$ cat config.mk
export PLATFORM = sky130hd
export DESIGN_NAME = vector_fetch_engine
export DESIGN_NICKNAME = d
export VERILOG_FILES = /design/src/rtl/vector_fetch_engine.sv
export SDC_FILE = /design/constraint.sdc
export NUM_CORES = 1
export LEC_CHECK = 0
export BUFFER_PORTS_ARGS = -buffer_cell sky130_fd_sc_hd__buf_2
export CORE_ASPECT_RATIO = 1.1
export CORE_MARGIN = 5
export CORE_UTILIZATION = 50
export DETAILED_ROUTE_END_ITERATION = 6
export PLACE_DENSITY_LB_ADDON = 0.1
export SYNTH_ARGS = -nofsm -noshare
export SYNTH_HDL_FRONTEND = slang
export SYNTH_SLANG_ARGS = --single-unit
$ cat constraint.sdc
create_clock -name clk -period 5.8 [get_ports clk]
set_input_delay 0.29 -clock clk [delete_from_list [all_inputs] [get_ports clk]]
set_output_delay 0.29 -clock clk [all_outputs]
set_load 0.05 [all_outputs]
$ cat src/rtl/vector_fetch_engine.sv
// Vector fetch engine: pops test-vector addresses, reads BEATS_PER_VCTR words per address
// from the bus master and pushes them into the vector FIFO. Optional macro: FETCH_TIMEOUT_EN.
module vector_fetch_engine #(
  parameter int DATA_WIDTH     = 32,
  parameter int BEATS_PER_VCTR = 1,
  parameter int ADDR_STRIDE    = 4,
  parameter int TIMEOUT_CYCLES = 256
) (
  input  logic                  clk,
  input  logic                  reset,
  input  logic                  run_program,
  input  logic                  end_program,
  input  logic [DATA_WIDTH-1:0] addr_fifo_dout,
  input  logic                  addr_fifo_empty,
  output logic                  addr_fifo_rd,
  output logic [31:0]           master_addr,
  output logic                  master_rd,
  input  logic [DATA_WIDTH-1:0] master_data_in,
  input  logic                  master_data_in_val,
  output logic [DATA_WIDTH-1:0] vctr_fifo_din,
  output logic                  vctr_fifo_wr,
  input  logic                  vector_fifo_full,
  output logic                  fetch_busy,
  output logic                  fetch_done,
  output logic [15:0]           vctr_fetch_cnt,
  output logic                  unexpected_rsp_err
`ifdef FETCH_TIMEOUT_EN
  ,
  output logic                  timeout_err
`endif
);

  // state  | meaning
  // IDLE   | nothing in flight, waiting for run_program and a queued address
  // POP    | addr_fifo_rd strobe
  // LOAD   | capture popped address, reset beat counter
  // REQ    | issue master read once the vector FIFO has room
  // WAIT   | single outstanding read, waiting for its response
  // PUSH   | write captured word into the vector FIFO, pick next beat/address
  typedef enum logic [2:0] {S_IDLE, S_POP, S_LOAD, S_REQ, S_WAIT, S_PUSH} state_t;

  state_t      state, state_nxt;
  logic [8:0]  beat;
  logic [31:0] cur_addr;
  logic        reset_hold;
  logic        last_beat;
  logic        wait_expired;

  if (BEATS_PER_VCTR < 1 || BEATS_PER_VCTR > 256 || TIMEOUT_CYCLES < 1) begin : g_bad_param
    $error("vector_fetch_engine: parameter out of range");
  end

  assign last_beat   = (beat == 9'(BEATS_PER_VCTR - 1));
  assign master_addr = cur_addr;
  assign fetch_busy  = (state != S_IDLE);

`ifdef FETCH_TIMEOUT_EN
  localparam int TW = $clog2(TIMEOUT_CYCLES) + 1;
  logic [TW-1:0] wait_cnt;

  // Down-counter loaded on issue; terminal count in WAIT means TIMEOUT_CYCLES silent cycles
  assign wait_expired = (state == S_WAIT) && (wait_cnt == '0);

  always_ff @(posedge clk) begin
    if (!reset) begin
      wait_cnt    <= '0;
      timeout_err <= 1'b0;
    end else begin
      if (master_rd)
        wait_cnt <= TW'(TIMEOUT_CYCLES - 1);
      else if (state == S_WAIT && wait_cnt != '0)
        wait_cnt <= wait_cnt - TW'(1);
      if (wait_expired && !master_data_in_val)
        timeout_err <= 1'b1;
    end
  end
`else
  assign wait_expired = 1'b0;
`endif

  always_ff @(posedge clk) begin
    if (!reset) state <= S_IDLE;
    else        state <= state_nxt;
  end

  always_comb begin
    state_nxt    = state;
    addr_fifo_rd = 1'b0;
    master_rd    = 1'b0;
    vctr_fifo_wr = 1'b0;
    case (state)
      S_IDLE: if (run_program && !addr_fifo_empty) state_nxt = S_POP;
      S_POP: begin
        if (addr_fifo_empty) begin
          state_nxt = S_IDLE;
        end else begin
          addr_fifo_rd = 1'b1;
          state_nxt    = S_LOAD;
        end
      end
      S_LOAD: state_nxt = S_REQ;
      S_REQ: begin
        if (!vector_fifo_full) begin
          master_rd = 1'b1;
          state_nxt = S_WAIT;
        end
      end
      S_WAIT: if (master_data_in_val || wait_expired) state_nxt = S_PUSH;
      S_PUSH: begin
        vctr_fifo_wr = 1'b1;
        if (!last_beat)
          state_nxt = S_REQ;
        else if (run_program && !addr_fifo_empty)
          state_nxt = S_POP;
        else
          state_nxt = S_IDLE;
      end
      default: state_nxt = S_IDLE;
    endcase
  end

  always_ff @(posedge clk) begin
    if (!reset) begin
      beat               <= '0;
      cur_addr           <= '0;
      vctr_fifo_din      <= '0;
      vctr_fetch_cnt     <= '0;
      unexpected_rsp_err <= 1'b0;
      fetch_done         <= 1'b0;
      reset_hold         <= 1'b1;
    end else begin
      reset_hold <= 1'b0;
      fetch_done <= end_program && (state == S_IDLE) && addr_fifo_empty;

      if (state == S_LOAD) begin
        cur_addr <= 32'(addr_fifo_dout);
        beat     <= '0;
      end

      if (state == S_PUSH) begin
        vctr_fetch_cnt <= vctr_fetch_cnt + 16'd1;
        if (!last_beat) begin
          beat     <= beat + 9'd1;
          cur_addr <= cur_addr + 32'(ADDR_STRIDE);
        end
      end

      // A real response wins over a timeout landing in the same cycle
      if (state == S_WAIT && master_data_in_val)
        vctr_fifo_din <= master_data_in;
      else if (wait_expired)
        vctr_fifo_din <= DATA_WIDTH'(32'hDEADBEEF);

      // Stragglers from a burst abandoned by reset are ignored for one cycle
      if (master_data_in_val && state != S_WAIT && !reset_hold)
        unexpected_rsp_err <= 1'b1;
    end
  end

endmodule

-- After elaboration in Yosys (flattened, before gate mapping)
Index checks and enable logic that the tools add are counted.
- bits of input ports: 71
- bits in latches: 0
- flip-flop bits (word level): 95
- output and inout bits: 86
- RAM bits: 0
- memory bits (read-only): 0
- memories: 0
- logic and storage cells: 51
- order comparisons: 0
- bitwise gates (word level): 0
- $add $sub $neg: 3
- eq/ne operators: 9
- mux-type cells: 19
- shift-type cells: 0
- multiply operators: 0
- divide/modulo/power cells: 0
- reductions and logical operators: 12
- operators by type and width (cell ; number):
    32-bit two-way mux ; 3
    32-bit by 3-bit adder with 32-bit output (second input constant) ; 1
    9-bit two-way mux ; 3
    3-bit one-hot mux with 6 select lines ; 1
    16-bit by 1-bit adder with 16-bit output (second input constant) ; 1
    9-bit by 1-bit adder with 9-bit output (second input constant) ; 1
    9-bit logical NOT ; 1
    3-bit two-way mux ; 3
    1-bit two-way mux ; 7
    3-bit by 2-bit == test with 1-bit output (second input constant) ; 2
    3-bit == test (second input constant) ; 2
    1-bit logical AND ; 6
    2-bit inequality test (second input constant) ; 3
    2-bit two-way mux ; 2
    3-bit by 1-bit == test with 1-bit output (second input constant) ; 1
    3-bit logical NOT ; 1
    3-bit inequality test (second input constant) ; 1
    3-bit AND reduction ; 1
    3-bit nonzero test ; 1
    1-bit logical NOT ; 2

-- Logic depth before layout (Yosys ltp)
- word-level depth: 5
- depth in mapped cells: 9
- depth with buffers taken out: 7

-- Worst setup path after synthesis
OpenSTA, ideal clock, no wires.
- path type: reg2reg
- from: reg cur_addr[2] (netlist: master_addr[2])
- to: reg cur_addr[30] (netlist: master_addr[30])
- buffers on the path: 0
- arrival time: 2.149 ns
- period minus slack after synthesis: 2.240 ns
- stages on the path, launching flop included: 7
- path slack: 3.560 ns
- library setup time: 0.091 ns
- data required time: 5.709 ns
- cell sequence: dfxtp_1 > ha_1 > and4_1 > nand2_1 > nor4_2 > a211oi_1 > a311oi_1
- longest elaborated chain between the ends: 3
- RTL lines (what ; RTL line ; text):
    from (decl) ; 44 ; logic [31:0] cur_addr;
    from (signal assigned) ; 136 ; cur_addr <= 32'(addr_fifo_dout);
    from (signal assigned) ; 144 ; cur_addr <= cur_addr + 32'(ADDR_STRIDE);
    32-bit by 3-bit adder with 32-bit output ; 144 ;
    32-bit two-way mux ; 142 ; if (!last_beat) begin
    32-bit two-way mux ; 140 ; if (state == S_PUSH) begin
Every way passes these cells.
A chain may end at the register's enable or synchronous reset.

-- Worst setup path in the final report
- from: reg beat[0]
- to: reg cur_addr[12] (netlist: master_addr[12])
- longest elaborated chain between the ends: 3
- RTL lines (what ; RTL line ; text):
    from (decl) ; 43 ; logic [8:0] beat;
    from (signal assigned) ; 143 ; beat <= beat + 9'd1;
    9-bit logical NOT ; 53 ; assign last_beat = (beat == 9'(BEATS_PER_VCTR - 1));
    32-bit two-way mux ; 142 ;
    32-bit two-way mux ; 140 ;
Every way passes these cells.

==> impl_metrics.tcl <==
set metrics [dict create \
    die_x_um 97.7 \
    grt_overflow 0 \
    path_class "reg -> reg" \
    setup-tns-final_ps 0 \
    worst_ep_arrival_time_ps 2920 \
    cp_cell_sequence "inv_1 -> ha_1 -> or4b_4 -> o21ai_2 -> nor3_1 -> a32o_1 -> o21a_1" \
    final.fill_count 792 \
    clkSlewWorstSetupHoldPaths_ps 90 \
    synth_top_cell_by_area "dfxtp_1" \
    rsz0062_at_grt "false" \
    via_per_inst 5.54 \
    timing.critical_path.buf_inv 1 \
    clk_path_buf_depth 2 \
    num_rows 35 \
    crit_path_top_delay_cell "o21ai_2" \
    tightest_slew_ps 1110 \
    core_area_mm2 0.00832 \
    slowest_delay_ps 780 \
    initial_core_util_pct 50.8 \
    mostFrequentLayoutCells "buf_2, nand2_1, dfxtp_1, a21oi_1, nor2_1" \
    htree_levels 3 \
    synth_area_leaders "dfxtp_1, nand2_1, a21oi_1" \
    pwr-share-seq_pct 53.5 \
    dp_slack_ps 3130 \
    hold_viol_final 0 \
    post_synth_num_cell_types 54 \
    grt_use_total_pct 21.2 \
    synth_edf_count 0 \
    fin_crit_ps 2680 \
    area_growth_pct 23.5 \
    fmax_mhz 373 \
    dp_hpwl_um 7980 \
    p_comb_share_pct 12.5 \
    p_per_area_mw_per_mm2 245 \
    run_status "completed" \
    fin_nets 735 \
    regArea_mm2 0.00190 \
    wire_per_inst_um 14.7 \
    cap_violations 0 \
    drt_iter0_markers 252 \
    fin_area_mm2 0.00522 \
    p_clk_share_pct 34.0 \
    root_buffer "clkbuf_8" \
    cts_sinks 95 \
    cts-resized-gates 0 \
    yosys_warnings 0 \
    hold_path_depth 3 \
    cts_buffers 9 \
    diodes 0 \
    syn_area_mm2 0.00423 \
    clock-skew-final_ps 13.5 \
    ant_nets 0 \
    synthArstFlopShare_pct 0 \
    syn_inst 523 \
    ir_drop_uv 178 \
    grt_pass1_wl_um 18700 \
    crit_required_ps 6050 \
    internal_power_mw 0.927 \
    syn_nets 598 \
    vias 4291 \
    r2r_cells 7 \
    syn_area_per_cell_um2 8.09 \
    yosys.area.top_type_share_pct 45.0 \
    final_common_cell "buf_2" \
    wl_um 11400 \
    ys.flop_type "dfxtp_1" \
    setup_viol 0 \
    p_switching_mw 0.355 \
    finalWorstSetupSlack_ps 3120 \
    cp_top_family "compound AO/OA/AOI/OAI gates" \
    cts_setup_buffers 0 \
    ys_ff_latch 95 \
    post_dp_cell_area_mm2 0.00503 \
    min_period_over_period_pct 46.2 \
    crit_cells 7 \
    io_buffers 156 \
    worstSetupEndpointType "flop" \
    p_leak_nw 2.22 \
    dieArea_mm2 0.0104 \
    grt_max_degree 67 \
    die_h_um 106 \
    multiInputGateArea_mm2 0.00216 \
    drc 0 \
    hold_path_class "in -> reg" \
    cts_tree "built" \
    gp_congestion 0.833 \
    first_pass_iters 5 \
    grt_pass1_vias 4092 \
    slew_headroom_pct 25.9 \
    final_layout_size_suffix_gt1_share_pct 27.6 \
    drv_slew 0 \
    antenna_found_initial 0 \
    ctsHoldBuffers 0 \
    final_util_pct 62.8 \
    start_kind "flop" \
    p_sw_share_pct 27.7 \
    yosysSeqAreaShare_pct 45.0 \
    clk_latency_ps 360 \
    io_pins 157 \
    cp_max_fo 23 \
]
-- power by group through the flow --
stage	combinational, mW	clock (mW)	sequential (mW)
2_1_floorplan	0.0588	0	0.747
3_3_place_gp	0.158	0	0.700
3_5_place_dp	0.160	0	0.701
4_1_cts	0.161	0.447	0.686
5_1_grt	0.172	0.477	0.689
6_report	0.160	0.436	0.686
-- kinds of logic (layout without fill, tap and decap cells) --
kind of cell    Yosys count  in the layout  share of synthesized area, %
simple gates            229            229                          25.9
compound gates          140            140                          20.9
flops                    95             95                          45.0
buf+inv                  41            182                          4.02
xor+xnor                  9              9                          1.86
mux                       5              5                          1.21
fa+ha+maj                 4              4                          1.18
-- cells in the mapped netlist (2+ instances only) --
| library cell | n |
|---|---|
| clkbuf_1 | 22 |
| nand2b_1 | 6 |
| nand3b_1 | 2 |
| a31oi_1 | 3 |
| buf_2 | 7 |
| nand2_1 | 105 |
| nand3_1 | 12 |
| a311oi_1 | 15 |
| o221ai_1 | 3 |
| and2_1 | 4 |
| mux2i_1 | 4 |
| or3_1 | 5 |
| o211ai_1 | 3 |
| inv_1 | 9 |
| nor3_1 | 14 |
| xnor2_1 | 2 |
| nand4_1 | 9 |
| a211oi_1 | 13 |
| a21oi_1 | 57 |
| xor2_1 | 7 |
| or4_1 | 4 |
| buf_4 | 2 |
| ha_1 | 4 |
| o21a_1 | 4 |
| and3_1 | 13 |
| and4_1 | 4 |
| o21ai_0 | 27 |
| nor4_1 | 2 |
| nor2_1 | 38 |
| dfxtp_1 | 95 |
| nor3b_1 | 5 |
-- sequential cells by signal, summed over array words and instances, names as in the netlist --
name,flops
beat,9
vctr_fifo_din,32
reset_hold,1
fetch_done,1
vctr_fetch_cnt,16
master_addr,32
state,3
unexpected_rsp_err,1
-- worst paths after layout --
kind	endpoint	start	slack, ps
setup / recovery	master_addr[12]$_SDFF_PN0_	beat[0]$_SDFF_PN0_	3120
setup reg to reg	master_addr[12]$_SDFF_PN0_	beat[0]$_SDFF_PN0_	3120
hold / removal	vctr_fifo_din[28]$_SDFFE_PN0P_	master_data_in[28]	160
hold reg to reg	vctr_fifo_din[23]$_SDFFE_PN0P_	vctr_fifo_din[23]$_SDFFE_PN0P_	450
-- stage by stage --
stage,power [mW],std cells,hold slack [ps]
final,1.28,775,158
after global routing,1.34,775,149
after CTS,1.29,775,151
after detailed placement,0.861,760,446
after global placement,0.858,760,439
after floorplan,0.806,523,416
-- metal layers --
layer	routed length, um	global-route usage [%]	up-vias
met5	0	0	-
met4	148	7.32	0
met3	988	6.96	12
met2	5450	36.5	154
met1	4800	24.7	1985
li1	-	-	2140
-- area by class of cell --
cell class	count	area share, %
Multi-Input combinational cell	387	41.3
Sequential cell	95	36.4
Timing Repair Buffer	158	15.2
Tap cell	111	2.66
Clock buffer	10	2.63
Clock inverter	5	1.13
Inverter	9	0.647
-- worst reg2reg max path, delay by kind of cell (launching register included) --
family          cells  cell delay (ps)
compound gates      3             1300
simple gates        2              740
flops               1              350
fa+ha+maj           1              130
buf+inv             1               70
No activity file was read; power rests on OpenSTA's default activity.
